===== config.mk =====
export PLATFORM = sky130hd
export DESIGN_NAME = traffic_light_controller
export DESIGN_NICKNAME = d
export VERILOG_FILES = /design/src/rtl/traffic_light_controller_pkg.sv /design/src/rtl/traffic_light_controller_sync_2ff.sv /design/src/rtl/traffic_light_controller.sv
export SDC_FILE = /design/constraint.sdc
export NUM_CORES = 1
export LEC_CHECK = 0
export CORE_MARGIN = 4
export CORE_UTILIZATION = 30
export DETAILED_ROUTE_END_ITERATION = 12
export PLACE_DENSITY = 0.41
export SYNTH_ARGS = -nofsm -noshare
export SYNTH_HDL_FRONTEND = slang
export SYNTH_HIERARCHICAL = 1
export SYNTH_SLANG_ARGS = --single-unit

===== constraint.sdc =====
create_clock -name clk -period 2.4 [get_ports clk]
set_input_delay 0.48 -clock clk [delete_from_list [all_inputs] [get_ports clk]]
set_output_delay 0.48 -clock clk [all_outputs]
set_load 0.005 [all_outputs]

===== src/rtl/traffic_light_controller_pkg.sv =====
// Shared types and lamp encodings for the highway/farm-road intersection controller.
package traffic_light_controller_pkg;

    typedef enum logic [1:0] {
        ST_HG = 2'd0,
        ST_HY = 2'd1,
        ST_FG = 2'd2,
        ST_FY = 2'd3
    } state_t;

    localparam logic [2:0] LAMP_GREEN  = 3'b001;
    localparam logic [2:0] LAMP_YELLOW = 3'b010;
    localparam logic [2:0] LAMP_RED    = 3'b100;

endpackage


===== src/rtl/traffic_light_controller_sync_2ff.sv =====
// Two-flop synchronizer for a slow asynchronous level input; both flops reset to 0.
module sync_2ff (
    input  logic i_clk,
    input  logic i_rst,
    input  logic i_d,
    output logic o_q
);

    logic r_meta;
    logic r_sync;

    always_ff @(posedge i_clk or posedge i_rst) begin
        if (i_rst) begin
            r_meta <= 1'b0;
            r_sync <= 1'b0;
        end else begin
            r_meta <= i_d;
            r_sync <= r_meta;
        end
    end

    assign o_q = r_sync;

endmodule


===== src/rtl/traffic_light_controller.sv =====
// Highway/farm-road intersection controller: highway green by default, farm phase on request.
// States: HG highway green | HY highway yellow | FG farm green | FY farm yellow
module traffic_light_controller
    import traffic_light_controller_pkg::*;
#(
    parameter int HWY_MIN_GREEN  = 2_500_000,
    parameter int YELLOW         = 1_000_000,
    parameter int FARM_MAX_GREEN = 2_500_000,
    parameter int CNT_W          = 32
) (
    input  logic       clk,
    input  logic       rst,
    input  logic       sensor,
    output logic [2:0] highway_light,
    output logic [2:0] farm_light
);

    localparam logic [CNT_W-1:0] HG_LAST  = CNT_W'(HWY_MIN_GREEN - 1);
    localparam logic [CNT_W-1:0] YEL_LAST = CNT_W'(YELLOW - 1);
    localparam logic [CNT_W-1:0] FG_LAST  = CNT_W'(FARM_MAX_GREEN - 1);

    logic             w_sensor_s;
    state_t           r_state;
    logic [CNT_W-1:0] r_cnt;
    logic [2:0]       r_hwy_light;
    logic [2:0]       r_farm_light;

    sync_2ff u_sync (
        .i_clk (clk),
        .i_rst (rst),
        .i_d   (sensor),
        .o_q   (w_sensor_s)
    );

    // Lamp registers are loaded on the same edge as the state they belong to.
    always_ff @(posedge clk or posedge rst) begin
        if (rst) begin
            r_state      <= ST_HG;
            r_cnt        <= '0;
            r_hwy_light  <= LAMP_GREEN;
            r_farm_light <= LAMP_RED;
        end else begin
            case (r_state)
                ST_HG: begin
                    if (r_cnt == HG_LAST && w_sensor_s) begin
                        r_state     <= ST_HY;
                        r_cnt       <= '0;
                        r_hwy_light <= LAMP_YELLOW;
                    end else if (r_cnt != HG_LAST) begin
                        r_cnt <= r_cnt + 1'b1;
                    end
                end
                ST_HY: begin
                    if (r_cnt == YEL_LAST) begin
                        r_state      <= ST_FG;
                        r_cnt        <= '0;
                        r_hwy_light  <= LAMP_RED;
                        r_farm_light <= LAMP_GREEN;
                    end else begin
                        r_cnt <= r_cnt + 1'b1;
                    end
                end
                ST_FG: begin
                    if (!w_sensor_s || r_cnt == FG_LAST) begin
                        r_state      <= ST_FY;
                        r_cnt        <= '0;
                        r_farm_light <= LAMP_YELLOW;
                    end else begin
                        r_cnt <= r_cnt + 1'b1;
                    end
                end
                ST_FY: begin
                    if (r_cnt == YEL_LAST) begin
                        r_state      <= ST_HG;
                        r_cnt        <= '0;
                        r_hwy_light  <= LAMP_GREEN;
                        r_farm_light <= LAMP_RED;
                    end else begin
                        r_cnt <= r_cnt + 1'b1;
                    end
                end
                default: begin
                    r_state      <= ST_HG;
                    r_cnt        <= '0;
                    r_hwy_light  <= LAMP_GREEN;
                    r_farm_light <= LAMP_RED;
                end
            endcase
        end
    end

    assign highway_light = r_hwy_light;
    assign farm_light    = r_farm_light;

endmodule


## Word level (Yosys, flattened, before mapping)

Index checks and enable logic that the tools add are counted.

| word-level totals | value |
|---|---|
| logic and storage cells | 44 |
| register bits | 42 |
| output and inout bits | 6 |

| operators by class | value |
|---|---|
| multiplexer cells | 16 |
| eq/ne operators | 11 |
| $add $sub $neg | 1 |
| reductions and logical operators | 10 |

Operator list:

| kind | number |
|---|---|
| $mux 32 | 4 |
| $pmux 32 s3 | 1 |
| $add 32x1->32 const B | 1 |
| $eq 32x20->1 const B | 1 |
| $eq 32x22->1 const B | 1 |
| $ne 32x22->1 const B | 1 |
| $pmux 3 s3 | 2 |
| $mux 3 | 4 |
| $reduce_and 4->1 | 3 |
| $mux 2 | 4 |
| $ne 2x2->1 const B | 4 |
| $pmux 2 s4 | 1 |
| $reduce_bool 3->1 | 2 |
| $eq 2x2->1 const B | 2 |
| $ne 3x3->1 const B | 1 |
| $eq 2x1->1 const B | 1 |
| $logic_not 2->1 | 1 |
| $reduce_or 2->1 | 1 |
| $logic_and 1x1->1 | 1 |
| $logic_not 1->1 | 1 |
| $logic_or 1x1->1 | 1 |

## Depth between registers and ports, before layout

| depth | value |
|---|---|
| depth after elaboration | 4 |
| depth in mapped cells | 8 |
| mapped depth without buffers | 7 |

## Modules after synthesis

Netlist, hierarchy kept.

By module, submodules not included:

| module | area an instance (um^2) | seq. area each (um^2) | cells each | times used |
|---|---|---|---|---|
| traffic_light_controller | 2207.1 | 1003.5 | 218 | 1 |
| sync_2ff | 53.8 | 50.0 | 3 | 1 |

## Worst setup path after synthesis

Ideal clock, no wire load.

| timing path | value |
|---|---|
| path type | register to register |
| from | register r_cnt[7] |
| to | register r_farm_light[0], in the netlist farm_light[0] |
| stages on the path, launching flop included | 6 |
| path slack | 0.170 ns |
| data required time | 2.275 ns |
| path buffers | 0 |
| library setup time | 0.125 ns |
| clock period less this slack | 2.230 ns |
| arrival time | 2.105 ns |
| cell sequence | dfrtp_1 > or4b_4 > nor4_4 > a21oi_2 > a311oi_2 > mux2_2 |

| on the way | value |
|---|---|
| word-level cells in the longest chain between the ends | 4 |

Ends and longest elaborated chain:

| item | RTL line | source |
|---|---|---|
| start: declaration | traffic_light_controller.sv:24 | `logic [CNT_W-1:0] r_cnt;` |
| start signal: assignment | traffic_light_controller.sv:50 | `r_cnt <= r_cnt + 1'b1;` |
| start signal: assignment | traffic_light_controller.sv:60 | `r_cnt <= r_cnt + 1'b1;` |
| start signal: assignment | traffic_light_controller.sv:69 | `r_cnt <= r_cnt + 1'b1;` |
| $eq 32x22->1 | traffic_light_controller.sv:64 | `if (!w_sensor_s \|\| r_cnt == FG_LAST) begin` |
| $logic_or 1x1->1 | traffic_light_controller.sv:64 |  |
| $ne 2x2->1 (no source line) | - |  |
| $reduce_and 4->1 (no source line) * | - |  |
| end signal: assignment | traffic_light_controller.sv:58 | `r_farm_light <= LAMP_GREEN;` |
| end signal: assignment | traffic_light_controller.sv:67 | `r_farm_light <= LAMP_YELLOW;` |
| end signal: assignment | traffic_light_controller.sv:77 | `r_farm_light <= LAMP_RED;` |
| end: declaration | traffic_light_controller.sv:26 | `logic [2:0] r_farm_light;` |

Every way passes the cells marked *; elsewhere a longest branch is shown, timed or not.
A chain may end at the register's enable or synchronous reset.

## Worst setup path after layout

| timing path | value |
|---|---|
| from | register r_cnt[5] |
| to | register r_state[1] |

| on the way | value |
|---|---|
| word-level cells in the longest chain between the ends | 4 |

Ends and longest elaborated chain:

| item | RTL line | source |
|---|---|---|
| $eq 32x22->1 | traffic_light_controller.sv:45, traffic_light_controller.sv:64 |  |
| $logic_or 1x1->1 or $logic_and 1x1->1 (tied branches) | traffic_light_controller.sv:64, traffic_light_controller.sv:45 |  |
| $ne 2x2->1 (no source line) | - |  |
| $reduce_and 4->1 (no source line) * | - |  |
| end signal: assignment | traffic_light_controller.sv:46 | `r_state <= ST_HY;` |
| end signal: assignment | traffic_light_controller.sv:55 | `r_state <= ST_FG;` |
| end signal: assignment | traffic_light_controller.sv:65 | `r_state <= ST_FY;` |
| end: declaration | traffic_light_controller.sv:23 | `state_t r_state;` |

Marks and branches as above.

==> impl_results.md <==
- Crit-path leading delay family: simple AND/OR/NAND/NOR gates
- Yosys top cell by area: dfrtp_1
- Setup crit start kind: flop
- Worst Setup Path Type: reg2reg
- Drt first-iter violations: 64
- Clk sinks: 42
- Critical-path top delay cell: or4b_4
- Crit path time final: 2.329 ns
- Synth top area cells: dfrtp_1 44%, xor2_1 8.5%, nor2_1 4.0%
- Area grow syn2layout: 19.70%
- Crit path cell chain: or4b_4 > nor4_4 > a41oi_1 > a311oi_1 > mux2_2
- Crit path max fanout: 3
- Setup skew after layout: 0.007642 ns
- Via/cell ratio: 4.760
- Total core area: 0.007292 mm²
- H-tree depth: 2
- Pre-antenna DRT Iters: 4
- Library cells used by synthesis: 38
- Routed WL per cell: 14.60 µm
- Syn_nets: 230
- GRT Resource Usage Total: 12.63%
- Setup bufs post-CTS: 0
- Initial antenna violation count: 0
- Ant. Diodes: 0
- Slew HR: 64.08%
- Antenna-violating nets left: 0
- LEAKAGE: 1.238 nW
- Hold Vio Cnt, Final: 0
- Syn. warnings: 6
- CP Data Arrival Time: 2.52 ns
- Max Root-Sink Buffers: 2
- DIE HEIGHT: 94.81 µm
- Max incr delay on CP: 0.55 ns
- Cell Rows: 31
- CTS tree: done
- Final Util: 37.11%
- Worst setup EP type: flop
- Sequential fraction of the synthesis area: 46.60%
- Clk_lat worst skew: 0.30 ns
- Die Wd: 94.81 µm
- Hold crit path type: in2async
- CP Buf/Inv Count: 0
- Post-DP HPWL: 3570 µm
- Max-cap violations: 0
- RePlAce Congestion: 0.7546
- Post-synthesis cell count: 221
- Pwr/cell area: 449.8 mW/mm²
- Initial core utilization: 31.01%
- Status: finished, final reports clean
- Total CTS buffers: 5
- Slew @ Worst Pin: 0.5388 ns
- Syn Std Cell Area: 0.002261 mm²
- Via count: 1,666
- Final setup fails: 0
- Final period utilization: 97.03%
- PortBufs: 8
- Post-synth top area share: 44.27%
- Clock transition at path regs: 0.08 ns
- Die ar.: 0.008989 mm²
- Vias in the first global route: 1,690
- Synthesized area per cell: 10.23 µm²
- Hold-fix buffers, CTS: 0
- Max VDD drop: 191.6 µV
- Final count of pins violating max slew: 0
- Power Total: 0.001217 W
- I/O pin count: 9
- Post-synthesis register bit count: 42
- Largest net degree at the start of global routing: 41
- Final net count: 259
- GR Overflow Total: 0
- Fmax: 429.4 MHz
- WP data required: 2.59 ns
- Clk root buf: clkbuf_8
- Final WL: 5109 µm
- First-pass GRT wire length: 8707 µm
- Layout cell share with drive strength beyond 1: 19.12%
- Post-route DRC: 0
==> per-stage QoR <==
| stage | cells | hold slack, ns | cell area (µm²) | setup WS, ns | TNS (ns) |
|---|---|---|---|---|---|
| floorplan | 221 | 0.2212 | 2261 | 0.1700 | 0 |
| global placement | 342 | 0.3352 | 2601 | 0.09058 | 0 |
| detailed placement | 342 | 0.3411 | 2601 | 0.05991 | 0 |
| CTS | 350 | 0.3423 | 2693 | 0.05157 | 0 |
| global route | 350 | 0.3473 | 2706 | -0.004491 | -0.004491 |
| finish | 350 | 0.3479 | 2706 | 0.07129 | 0 |
==> metal layers <==
layer,GRT usage (%),share of wire [%],vias up
met5,0,0,-
met4,3.606,0.94,0
met3,3.108,1.8,4
met2,18.44,45,9
met1,18.41,53,804
li1,-,-,849
==> state kept, by name, summed over array words and instances (netlist names) <==
signal	count
r_cnt	32
highway_light	3
farm_light	3
u_sync/r_meta	1
r_state	2
u_sync/o_q	1
==> placed cells by master, fill, tap and decap left out, drive strengths merged, types with 7 or more instances in the layout <==
master	instances
dfrtp	40
nor2	24
xor2	22
buf	22
nand3	14
nand4	13
o21ai	13
nand2	12
inv	10
clkdlybuf4s50	8
nor4	8
clkbuf	7
mux2	7
==> power by group <==
part	internal [W]	switching [W]
sequential	0.000709	0.00000240
clock	0.000233	0.000253
combinational	0.00000481	0.0000155
==> layout make-up <==
type / instances / area [µm²]
fill: 788 / 4586
clock buffer: 7 / 86.33
inverter: 10 / 37.54
clock inverter: 1 / 5.005
timing repair buffer: 30 / 245.2
tap: 99 / 123.9
sequential: 42 / 1054
multi-input combinational: 161 / 1155
==> worst reg2reg max path, cell delays in order, from the launching register on <==
cell and delay, ns:
dfrtp_1 0.38, or4b_4 0.55, nor4_4 0.30, a41oi_1 0.18, a311oi_1 0.43, mux2_2 0.38
==> Yosys cell counts <==
master,n
inv_1,10
nand4_1,13
ha_1,6
o22a_1,1
nor4_1,6
or4b_4,2
o22ai_1,1
nand2_1,12
a21oi_2,1
or4bb_1,1
xnor2_1,6
dfstp_2,2
and4_1,5
clkbuf_1,5
or3_1,3
a22oi_1,2
a211oi_1,1
dfrtp_1,40
xor2_1,22
and3_1,5
mux2_2,4
nor3_1,3
nor2_1,24
nand3_1,13
a41oi_1,1
or3b_1,1
a21oi_1,3
nand3_2,1
mux2i_1,1
mux2_4,3
buf_2,3
or3_4,1
o221ai_1,1
a311oi_1,1
nor4_4,2
o21ai_0,13
a311oi_2,1
nand4b_1,1
==> timing repair <==
action	4_1_cts	5_1_grt
gates resized for setup	0	2
endpoints found under the hold margin	0	0
setup endpoints to repair	0	5
==> path summary, 6_finish.rpt <==
path	start	slack, ns	cells past startpoint	to
worst max-delay path	r_cnt[5]	0.07	5	r_state[1]
worst min-delay path	rst	0.35	2	u_sync/r_meta
worst max register to register	r_cnt[5]	0.07	5	r_state[1]
worst min register to register	u_sync/r_meta	0.36	0	u_sync/o_q
max in group asynchronous	rst	1.39	3	highway_light[0]
min in group clk	u_sync/r_meta	0.36	0	u_sync/o_q
==> cells by family (layout without fill, tap and decap cells) <==
kind of cell | after synthesis | count (layout) | share of synthesized area, %
AOI/OAI and AO/OA | 26 | 26 | 7.416
and+or+nand+nor | 93 | 93 | 24.24
xor gates and xnor gates | 28 | 28 | 10.85
muxes | 8 | 8 | 4.427
DFF | 42 | 42 | 46.60
adders and majority gates | 6 | 6 | 3.320
buffers and inverters | 18 | 48 | 3.154
(Power assumes the default switching activity.)
